===== src/rtl/vend_pkg.sv =====
// vend_pkg: key codes, coin values and FSM state type for the vending command decoder
package vend_pkg;
  localparam logic [7:0] KEY_COIN1    = 8'h31;
  localparam logic [7:0] KEY_COIN5    = 8'h35;
  localparam logic [7:0] KEY_COIN10   = 8'h30;
  localparam logic [7:0] KEY_SEL_BASE = 8'h41;
  localparam logic [7:0] KEY_CANCEL   = 8'h63;
  localparam logic [7:0] ACK_OK       = 8'h4B;
  localparam logic [7:0] ACK_ERR      = 8'h45;
  localparam logic [7:0] COIN1_VAL    = 8'd1;
  localparam logic [7:0] COIN5_VAL    = 8'd5;
  localparam logic [7:0] COIN10_VAL   = 8'd10;
  typedef enum logic [1:0] {IDLE, DISPENSE, REFUND} vend_state_t;
endpackage


===== src/rtl/vend_hold_timer.sv =====
// vend_hold_timer: counts CYCLES clocks after start, done is high on the last one
module vend_hold_timer #(
  parameter int CYCLES = 4
) (
  input  logic clk,
  input  logic rst,
  input  logic start,
  output logic done
);
  localparam int W = $clog2(CYCLES + 1);
  localparam logic [W-1:0] LAST = W'(CYCLES - 1);
  logic [W-1:0] cnt;
  logic run;
  assign done = run && cnt == LAST;
  always_ff @(posedge clk or posedge rst) begin
    if (rst) begin
      cnt <= '0;
      run <= 1'b0;
    end else if (start) begin
      cnt <= '0;
      run <= 1'b1;
    end else if (run) begin
      cnt <= done ? '0 : cnt + 1'b1;
      run <= !done;
    end
  end
endmodule


===== src/rtl/vend_cmd_decoder.sv =====
// vend_cmd_decoder: UART byte to vending action decoder; `define VEND_CMD_ECHO_EN adds a K/E echo
module vend_cmd_decoder
  import vend_pkg::*;
#(
  parameter logic [7:0] PRICE           = 8'd15,
  parameter logic [7:0] CREDIT_MAX      = 8'd99,
  parameter int         DISPENSE_CYCLES = 100_000_000,
  parameter int         NUM_ITEMS       = 4
) (
  input  logic       clk,
  input  logic       rst,
  input  logic [7:0] rx_byte,
  input  logic       rx_valid,
  output logic [7:0] credit,
  output logic       dispense,
  output logic [1:0] item,
  output logic [7:0] change,
  output logic       change_valid,
`ifdef VEND_CMD_ECHO_EN
  output logic       error,
  output logic [7:0] tx_byte,
  output logic       tx_valid
`else
  output logic       error
`endif
);
  vend_state_t state;
  logic [7:0] val, sel_off;
  logic [8:0] sum;
  logic is_coin, is_sel, is_cancel, err_c, buy, done;
  always_comb begin
    val = rx_byte == KEY_COIN1 ? COIN1_VAL :
          rx_byte == KEY_COIN5 ? COIN5_VAL :
          rx_byte == KEY_COIN10 ? COIN10_VAL : 8'd0;
    is_coin = val != 8'd0;
    sel_off = rx_byte - KEY_SEL_BASE;
    is_sel = rx_byte >= KEY_SEL_BASE && 32'(sel_off) < NUM_ITEMS;
    is_cancel = rx_byte == KEY_CANCEL;
    sum = {1'b0, credit} + {1'b0, val};
    err_c = rx_valid && (state != IDLE || (is_coin && sum > {1'b0, CREDIT_MAX}) ||
            (is_sel && credit < PRICE) || !(is_coin || is_sel || is_cancel));
    buy = state == IDLE && rx_valid && is_sel && !err_c;
  end
  vend_hold_timer #(.CYCLES(DISPENSE_CYCLES)) u_timer (
    .clk(clk), .rst(rst), .start(buy), .done(done)
  );
  always_ff @(posedge clk or posedge rst) begin
    if (rst) begin
      state        <= IDLE;
      credit       <= 8'd0;
      dispense     <= 1'b0;
      item         <= 2'd0;
      change       <= 8'd0;
      change_valid <= 1'b0;
      error        <= 1'b0;
`ifdef VEND_CMD_ECHO_EN
      tx_byte      <= 8'd0;
      tx_valid     <= 1'b0;
`endif
    end else begin
      error        <= err_c;
      change_valid <= 1'b0;
`ifdef VEND_CMD_ECHO_EN
      tx_valid     <= rx_valid;
      if (rx_valid) tx_byte <= err_c ? ACK_ERR : ACK_OK;
`endif
      case (state)
        IDLE: if (rx_valid && !err_c) begin
          if (is_coin) credit <= sum[7:0];
          else if (is_sel) begin
            item     <= sel_off[1:0];
            change   <= credit - PRICE;
            credit   <= 8'd0;
            dispense <= 1'b1;
            state    <= DISPENSE;
          end else if (credit != 8'd0) begin
            change       <= credit;
            credit       <= 8'd0;
            change_valid <= 1'b1;
            state        <= REFUND;
          end
        end
        DISPENSE: if (done) begin
          dispense     <= 1'b0;
          change_valid <= change != 8'd0;
          state        <= change != 8'd0 ? REFUND : IDLE;
        end
        default: state <= IDLE;
      endcase
    end
  end
endmodule


===== config.mk =====
export PLATFORM = sky130hd
export DESIGN_NAME = vend_cmd_decoder
export DESIGN_NICKNAME = d
export VERILOG_FILES = /design/src/rtl/vend_pkg.sv /design/src/rtl/vend_hold_timer.sv /design/src/rtl/vend_cmd_decoder.sv
export SDC_FILE = /design/constraint.sdc
export NUM_CORES = 1
export LEC_CHECK = 0
export ABC_AREA = 1
export BUFFER_PORTS_ARGS = -buffer_cell sky130_fd_sc_hd__clkbuf_2
export CAP_MARGIN = 20
export CORE_MARGIN = 3
export CORE_UTILIZATION = 30
export DETAILED_ROUTE_END_ITERATION = 16
export PLACE_DENSITY = 0.47
export SLEW_MARGIN = 10
export SYNTH_ARGS = -nofsm -noshare
export SYNTH_HDL_FRONTEND = slang
export SYNTH_HIERARCHICAL = 1
export SYNTH_SLANG_ARGS = --single-unit

===== constraint.sdc =====
create_clock -name clk -period 4.4 [get_ports clk]
set_input_delay 1.1 -clock clk [delete_from_list [all_inputs] [get_ports clk]]
set_output_delay 1.1 -clock clk [all_outputs]
set_load 0.03 [all_outputs]

== Word-level counts from Yosys, hierarchy flattened ==
Cells that the tools add are included.
Word-level totals
  register bits: 51
  input bits: 11
  output and inout port bits: 21
  logic and storage cells: 91
Cells by class
  $add $sub $neg: 4
  $lt $le $gt $ge: 4
  equality and inequality tests: 11
  mux-type cells: 31
  bitwise operators: 1
  reduce and logical (&&, ||, !) cells: 31
Operator list (number)
  two-way mux 27 bit: 3
  two-way mux 8 bit: 5
  adder 27 x 1 -> 27 bit, second input constant: 1
  equality test 27 bit, second input constant: 1
  equality test 8 x 6 -> 1 bit, second input constant: 3
  nonzero test 8 bit: 3
  two-way mux 2 bit: 6
  two-way mux 4 bit: 3
  AND reduction 4 bit: 3
  two-way mux 1 bit: 11
  adder 8 x 4 -> 9 bit: 1
  greater-than comparator 9 x 7 -> 1 bit, second input constant: 1
  logical AND 1 bit: 9
  equality test 8 x 7 -> 1 bit, second input constant: 1
  greater-or-equal comparator 8 x 7 -> 1 bit, second input constant: 1
  < comparator 8 x 3 -> 1 bit, second input constant: 1
  < comparator 8 x 4 -> 1 bit, second input constant: 1
  nonzero test 2 bit: 4
  subtractor 8 x 4 -> 8 bit, second input constant: 1
  subtractor 8 x 7 -> 8 bit, second input constant: 1
  logical OR 1 bit: 5
  AND reduction 5 bit: 1
  inequality test 2 x 1 -> 1 bit, second input constant: 2
  inequality test 2 bit, second input constant: 2
  other kinds (9): 12

== Longest topological paths before layout ==
Gate-level depths: netlist of the first run.
  depth in word-level cells: 15
  depth in mapped cells: 24
  depth with buffers taken out: 24

== Cells and area by module ==
Netlist of the first run, hierarchy kept.
Modules (own cells, without submodules)
  vend_cmd_decoder: times used 1, cells each 239, area an instance 1839.3 um2, sequential area each 575.6 um2
  vend_hold_timer: times used 1, cells each 265, area an instance 1795.5 um2, sequential area each 700.7 um2

== Least setup slack after synthesis of the first run ==
OpenSTA, ideal clock, no wires.
  path kind: in2reg
  start point: input port rx_byte[1]
  end point: register u_timer.cnt[11]
  arrival time: 3886 ps
  data required time: 4282 ps
  path slack: 396 ps
  cell stages on the path: 21
  path buffers: 0
  path through: inv_1 > ha_1 > nand2_2 > nor3_1 > ha_1 > a21oi_1 > nand2_1 > nand3_1 > nand2_2 > nor2_4 > nand3_2 > and2_4 > nand3_1 > inv_1 > nor2_2 > clkinv_2 > nand2_2 > nor2_4 > nand2_2 > xor2_1 > nor2_1
Between the ends
  cells in the longest elaborated chain, start to end: 14
Ends and longest elaborated chain
  start, declared: RTL line vend_cmd_decoder.sv:12  | input logic [7:0] rx_byte,
  equality test 8 x 6 -> 1 bit: RTL line vend_cmd_decoder.sv:34  | rx_byte == KEY_COIN10 ? COIN10_VAL : 8'd0;
  two-way mux 4 bit: RTL line vend_cmd_decoder.sv:34
  two-way mux 4 bit: RTL line vend_cmd_decoder.sv:33  | rx_byte == KEY_COIN5 ? COIN5_VAL :
  two-way mux 4 bit: RTL line vend_cmd_decoder.sv:32  | val = rx_byte == KEY_COIN1 ? COIN1_VAL :
  adder 8 x 4 -> 9 bit: RTL line vend_cmd_decoder.sv:39  | sum = {1'b0, credit} + {1'b0, val};
  greater-than comparator 9 x 7 -> 1 bit: RTL line vend_cmd_decoder.sv:40  | err_c = rx_valid && (state != IDLE || (is_coin && sum > {1'b0, CREDIT_MAX}) ||
  logical AND 1 bit: RTL line vend_cmd_decoder.sv:40
  logical OR 1 bit (2 in series): RTL line vend_cmd_decoder.sv:40
  logical OR 1 bit: RTL line vend_cmd_decoder.sv:41  | (is_sel && credit < PRICE) || !(is_coin || is_sel || is_cancel));
  logical AND 1 bit: RTL line vend_cmd_decoder.sv:40
  zero test 1 bit: RTL line vend_cmd_decoder.sv:42  | buy = state == IDLE && rx_valid && is_sel && !err_c;
  logical AND 1 bit *: RTL line vend_cmd_decoder.sv:42
  net buy: RTL line vend_cmd_decoder.sv:30  | logic is_coin, is_sel, is_cancel, err_c, buy, done;
  two-way mux 27 bit or nonzero test 2 bit (tied branches)
  end signal, assigned: RTL line vend_hold_timer.sv:23  | cnt <= done ? '0 : cnt + 1'b1;
  end, declared: RTL line vend_hold_timer.sv:12  | logic [W-1:0] cnt;
Mark *: on every way through the listed nets, which the timed path passes. The rest lies on a longest branch.
A chain may end at the register's enable or synchronous reset.

== Worst setup path after layout of the first run ==
  start point: input port rx_byte[0]
  end point: register u_timer.cnt[13]
RTL lines
  subtractor 8 x 7 -> 8 bit *: RTL line vend_cmd_decoder.sv:36  | sel_off = rx_byte - KEY_SEL_BASE;
  net sel_off[0]: RTL line vend_cmd_decoder.sv:28  | logic [7:0] val, sel_off;
  < comparator 8 x 3 -> 1 bit *: RTL line vend_cmd_decoder.sv:37  | is_sel = rx_byte >= KEY_SEL_BASE && 32'(sel_off) < NUM_ITEMS;
  logical AND 1 bit *: RTL line vend_cmd_decoder.sv:37
  logical OR 1 bit (2 in series): RTL line vend_cmd_decoder.sv:41
  zero test 1 bit: RTL line vend_cmd_decoder.sv:41
  logical OR 1 bit: RTL line vend_cmd_decoder.sv:41
  logical AND 1 bit: RTL line vend_cmd_decoder.sv:40
  zero test 1 bit: RTL line vend_cmd_decoder.sv:42
  logical AND 1 bit *: RTL line vend_cmd_decoder.sv:42
  net buy: RTL line vend_cmd_decoder.sv:30
  two-way mux 27 bit or nonzero test 2 bit (tied branches)
Marked as above.

==> summary.txt, run 1 <==
Run status
  – Outcome: complete, no violations

Place
  – IO buf count: 31
  – Post-DP HPWL: 7080 um
  – Cell Area, Placed: 3950 um2
  – GP Congestion: 0.877

STA
  – Fin. max-slew vios: 0
  – Fmax: 255 MHz
  – # setup viols final: 0
  – Minimum clock period: 3.92 ns
  – Layout Skew: 0.0128 ns
  – RSZ-0062 raised after global routing: false
  – TNS Setup: 0 ns
  – Final worst-path cycle share: 89.1%
  – Slew @ Worst Pin: 0.593 ns
  – Relative slew slack: 60.5%
  – Final hold violation count: 0

Worst setup path
  – Critical path class: in -> reg
  – CP required: 4.63 ns
  – Critical path arrival: 4.15 ns
  – Crit path depth: 25
  – Crit-path max cell delay: 0.28 ns
  – CP bufs+invs: 6
  – Kind of end point of the critical path: flop
  – CP delay by family, top: simple AND/OR/NAND/NOR gates
  – Depth of the most critical reg-to-reg path: 20
  – Crit path max fanout: 10
  – Worst-path cell with the longest stage delay: ha_1
  – Crit start category: input port

Power
  – Clock network power share: 40.6%
  – Psw: 0.300 mW
  – Reg power frac: 47.1%
  – PwrDens: 271 nW/um2
  – Cell-internal power: 0.821 mW
  – Sw Share: 26.8%
  – Peak VDD IR: 0.138 mV
  – Pleak: 2.01 nW
  – Comb power frac: 12.3%

Die
  – Die X: 116 um
  – Initial cell density of the core: 31.3%
  – Die Ht: 116 um
  – Die area: 13500 um2
  – Ports: 32
  – Row cnt: 39
  – CORE AREA: 11600 um2

Yosys
  – Yosys reg bits: 51
  – Post-Synth Simple-Gate Area: 40.6%
  – Yosys warns: 6
  – Adder-Cell Fraction of Synth Area: 4.34%
  – Mux cell area share after synthesis: 0%
  – Largest family of logic cells by synthesized area: simple AND/OR/NAND/NOR gates
  – Asr flop ratio synth: 100%
  – Post-synthesis compound-gate area fraction: 6.20%
  – Syn Inst Count: 504
  – Cell area after synthesis: 3630 um2
  – Net Count, Synth: 527
  – Syn avg cell area: 7.21 um2
  – Synth Area in XOR/XNOR: 4.58%
  – Ys flop type: dfrtp_1
  – Number of synthesized flops with an enable pin: 0
  – Sequential area share after synthesis: 35.1%
  – Post-synth cell types: 34

Clock tree
  – CTS max path bufs: 2
  – Skew-Pair Late Insertion Delay: 0.31 ns
  – Root Driver: clkbuf_16
  – Cts hold-fix bufs: 0
  – Htree depth: 2
  – Cts bufs inserted: 5
  – Post-CTS setup buffers: 0
  – Clock transition at the registers of the reported paths: 0.07 ns
  – Post-CTS resize count: 0
  – CTS tree: built
  – Total clock sinks: 51

Cells and area
  – Antenna Diode Count: 0
  – Nets: 565
  – Area grow syn2layout: 13.7%
  – Final instance area: 4130 um2
  – Share of cells above drive strength 1: 18.5%

Route
  – DRT iter0 DRCs: 148
  – Remaining DRCs: 0
  – DR vias: 3177
  – Drt pass-1 iters: 4
  – Via/cell ratio: 4.64
  – WL/cell: 13.2 um
  – Routed wire length: 9010 um
  – Antenna violation net count after detailed routing: 0

Job
  – Max-cap viol count: 0

Worst hold path
  – Hold Path Depth: 2
  – Worst hold path class: reg -> reg

Global routing
  – Congestion Overflow GR: 0
  – First-pass GRT wire length: 15300 um
  – Largest net degree at the start of global routing: 24
  – Antenna violations before repair: 0
  – Vias in the first global route: 3067
  – Overall Global Routing Usage: 14.5%
final cells by class:
cell class,count,area (um2)
clock inverter,1,30.0
clock buffer,6,129
timing repair buffer,37,240
multi-input combinational,379,2020
sequential,51,1280
inverter,68,256
tap,143,179
fill,1239,7480
flip-flops by register name, indices dropped and copies added (netlist names):
register      flops
change            8
credit            8
state             2
change_valid      1
u_timer/cnt      27
u_timer/run       1
dispense          1
error             1
item              2
stage by stage:
| stage | utilization (%) | setup slack (ns) | hold slack [ns] | total power [mW] | std cells |
|---|---|---|---|---|---|
| finish | 35.6 | 0.478 | 0.476 | 1.12 | 685 |
| global route | 35.6 | 0.111 | 0.525 | 1.18 | 685 |
| CTS | 35.4 | 0.459 | 0.487 | 1.13 | 684 |
| detailed placement | 34.0 | 0.130 | 0.470 | 0.674 | 677 |
| global placement | 33.8 | 0.248 | 0.462 | 0.669 | 676 |
| floorplan | - | 0.396 | 0.475 | 0.635 | 504 |
cells in the final DEF (no fill, tap or decap), types with 6 or more instances in the layout:
master    count
clkbuf_2     31
nor2_4        6
nor2_2        6
inv_1        65
nand3_1      33
o21ai_2      15
nand2_2      13
dfrtp_1      51
ha_1         11
nand2_1     137
xor2_1       15
nor3_1       11
nor2_1       80
nand4_1       9
worst min-delay path, stage by stage (launching register included):
cell and delay [ns]:
dfrtp_1 0.34, nand2_1 0.06, nand2_1 0.05
layer usage:
layer / share of wire [%] / track usage (%)
met4: 2.4 / 5.18
met1: 51 / 20.6
met2: 43 / 21.5
met3: 3.9 / 3.45
met5: 0 / 0
power by group through the flow:
stage | clock network, mW | logic [mW] | registers [mW]
6_report | 0.455 | 0.138 | 0.528
4_1_cts | 0.468 | 0.138 | 0.528
3_5_place_dp | 0 | 0.137 | 0.537
2_1_floorplan | 0 | 0.103 | 0.532
3_3_place_gp | 0 | 0.134 | 0.536
5_1_grt | 0.491 | 0.159 | 0.532
cells in the mapped netlist, types with 2 or more instances:
master | count | area share, %
nor2_2 | 6 | 1.0
nand4_1 | 9 | 1.5
nor4_1 | 3 | 0.52
inv_2 | 2 | 0.21
nor3_1 | 11 | 1.5
nand2_1 | 137 | 14
o21ai_1 | 4 | 0.55
or2_2 | 3 | 0.52
xor2_1 | 15 | 3.6
xnor2_1 | 4 | 0.96
nor2_1 | 80 | 8.3
nand3b_1 | 4 | 0.83
o21bai_1 | 2 | 0.41
a21oi_1 | 5 | 0.69
nor2_4 | 6 | 1.9
buf_12 | 2 | 1.1
o21ai_2 | 15 | 3.6
inv_1 | 65 | 6.7
ha_1 | 11 | 3.8
nand3_4 | 3 | 1.4
nand3_2 | 4 | 1.1
buf_6 | 3 | 0.93
nand3_1 | 33 | 4.5
o21ai_0 | 5 | 0.69
dfrtp_1 | 51 | 35
nand2_2 | 13 | 2.2
worst paths after layout:
kind                            startpoint         endpoint  slack, ns
worst min-delay path              dispense         dispense       0.48
worst max register to register   credit[0]  u_timer/cnt[13]       1.31
worst max-delay path            rx_byte[0]  u_timer/cnt[13]       0.48
min in group asynchronous              rst        change[7]       0.70
worst min register to register    dispense         dispense       0.48
max in group asynchronous              rst   u_timer/cnt[2]       3.06
kinds of logic (layout without fill, tap and decap cells):
logic type               Yosys count  in the layout
buffers and inverters             74            112
AND/OR/NAND/NOR                  316            316
XOR/XNOR                          19             19
AO/OA/AOI/OAI                     32             32
flip-flops                        51             51
adder cells (fa/ha/maj)           12             12
Note: power is estimated with default switching activity, not from simulation.
==> run 2: changes to the inputs <==
SKIP_CTS_REPAIR_TIMING = 1   (was default)
clock period = 3.8 ns   (was 4.4 ns; I/O delays follow)
==> summary.txt, run 2 (same netlist as run 1, synthesis figures left out) <==
Run status
  – Outcome: complete, no violations

Power
  – PwrDens: 305 nW/um2 (+12%)
  – Peak VDD IR: 0.176 mV (+28%)
  – Pleak: 2.11 nW (+5.3%)
  – Pwr Total: 1.32 mW (+18%)

Die
  – Row cnt: 39 (unchanged)
  – Die Ht: 116 um (unchanged)
  – CORE AREA: 11600 um2 (unchanged)
  – Ports: 32 (unchanged)
  – Die area: 13500 um2 (unchanged)
  – Initial cell density of the core: 31.3% (unchanged)
  – Die X: 116 um (unchanged)

Global routing
  – Vias in the first global route: 3084 (+0.55%)
  – Overall Global Routing Usage: 14.5% (about the same)
  – Largest net degree at the start of global routing: 24 (unchanged)
  – Antenna violations before repair: 0 (unchanged)
  – Congestion Overflow GR: 0 (unchanged)
  – First-pass GRT wire length: 15200 um (-0.67%)

Worst setup path
  – Critical path class: in -> reg
  – CP required: 4.04 ns (-0.59 ns)
  – CP bufs+invs: 5 (-1)
  – Crit start category: input port
  – FF-to-FF setup slack: 0.93 ns (-0.38 ns)
  – Crit path max fanout: 6 (-4)
  – Worst-path cell with the longest stage delay: fa_2
  – CP delay by family, top: simple AND/OR/NAND/NOR gates
  – Kind of end point of the critical path: flop
  – CP most frequent cell: nand2_2
  – Crit-path max cell delay: 0.38 ns (+0.10 ns)
  – Critical path arrival: 3.75 ns (-0.40 ns)

Place
  – IO buf count: 31 (unchanged)
  – Post-DP HPWL: 7260 um (+2.5%)
  – Cell Area, Placed: 4110 um2 (+4.1%)
  – GP Congestion: 0.887 (+1.2%)

Cells and area
  – Nets: 586 (+3.7%)
  – Reg with most FFs: u_timer/cnt
  – Commonest cells after routing, fill and taps aside: nand2_1, nor2_1, inv_1
  – Fillers: 1255 (+1.3%)
  – Final instance area: 4350 um2 (+5.1%)
  – Area grow syn2layout: 19.6%
  – Antenna Diode Count: 0 (unchanged)
  – Top flop regs: u_timer/cnt (27), change (8), credit (8)
  – Share of cells above drive strength 1: 23.2% (+4.8 points)
  – Commonest non-fill, non-tap cell in the layout: nand2_1
  – Max FFs per register: 27 (unchanged)

STA
  – Relative slew slack: 57.3% (-3.2 points)
  – Final hold violation count: 0 (unchanged)
  – Slew @ Worst Pin: 0.640 ns (+0.0474 ns)
  – Minimum clock period: 3.51 ns
  – Layout Skew: 0.00658 ns (-0.00621 ns)
  – Fmax: 285 MHz
  – # setup viols final: 0 (unchanged)
  – Fin. max-slew vios: 0 (unchanged)
  – Final worst-path cycle share: 92.4%

Clock tree
  – CTS max path bufs: 2 (unchanged)
  – Clock transition at the registers of the reported paths: 0.07 ns (about the same)
  – Htree depth: 2 (unchanged)
  – CTS tree: built
  – Root Driver: clkbuf_16
  – Cts bufs inserted: 5 (unchanged)
  – Total clock sinks: 51 (unchanged)
  – Skew-Pair Late Insertion Delay: 0.31 ns (about the same)

Job
  – Max-cap viol count: 0 (unchanged)

Route
  – WL/cell: 13.0 um (-1.3%)
  – Routed wire length: 9180 um (+1.8%)
  – Antenna violation net count after detailed routing: 0 (unchanged)
  – DRT iter0 DRCs: 200 (+35%)
  – Remaining DRCs: 0 (unchanged)
  – Drt pass-1 iters: 4 (unchanged)
  – DR vias: 3214 (+1.2%)
  – Via/cell ratio: 4.55 (-2.0%)

Worst hold path
  – Worst hold path class: reg -> reg
## run 2: path summary, 6_finish.rpt
check                           startpoint               to  cells past startpoint
worst max-delay path            rx_byte[1]  u_timer/cnt[13]                     25
worst min-delay path              dispense         dispense                      2
worst max register to register   credit[0]  u_timer/cnt[13]                     20
worst min register to register    dispense         dispense                      2
max in group asynchronous              rst   u_timer/cnt[0]                      3
min in group asynchronous              rst         state[1]                      2
## run 2: cell type report
type / count / area [um2] / share of cell area, %
clock inverters: 3 / 46.3 / 1.07
multi-input cells: 379 / 2050 / 47.2
well taps: 143 / 179 / 4.12
clock buffers: 5 / 125 / 2.88
repair buffers: 58 / 410 / 9.44
flip-flops and latches: 51 / 1280 / 29.4
inverters: 68 / 258 / 5.93
## run 2: report_power, final
part           internal [mW]  total [mW]  switching [mW]
combinational         0.0720       0.170          0.0982
sequential             0.577       0.612          0.0344
clock                  0.314       0.542           0.229
## run 2: tightest hold or removal path: cells and delay by family (launching register included)
kind,cells,cell delay (ns)
flops,1,0.35
simple gates,2,0.10
## run 2: routing by layer
layer | wire [um] | vias to the layer above | global-route usage, %
li1 | - | 1693 | -
met1 | 4550 | 1449 | 20.2
met2 | 3980 | 55 | 21.6
met3 | 379 | 17 | 2.87
met4 | 263 | 0 | 6.65
met5 | 0 | - | 0
## run 2: per-stage QoR
step | hold WS [ns] | std cells | setup slack, ns | TNS [ns] | utilization, %
after CTS | 0.490 | 704 | 0.0701 | 0 | 36.8
after floorplan | 0.475 | 504 | 0.0340 | 0 | -
after global placement | 0.462 | 695 | -0.193 | -2.80 | 35.1
after detailed placement | 0.470 | 696 | -0.245 | -3.12 | 35.4
final | 0.479 | 707 | 0.290 | 0 | 37.4
after global routing | 0.529 | 707 | -0.00413 | -0.00413 | 37.4
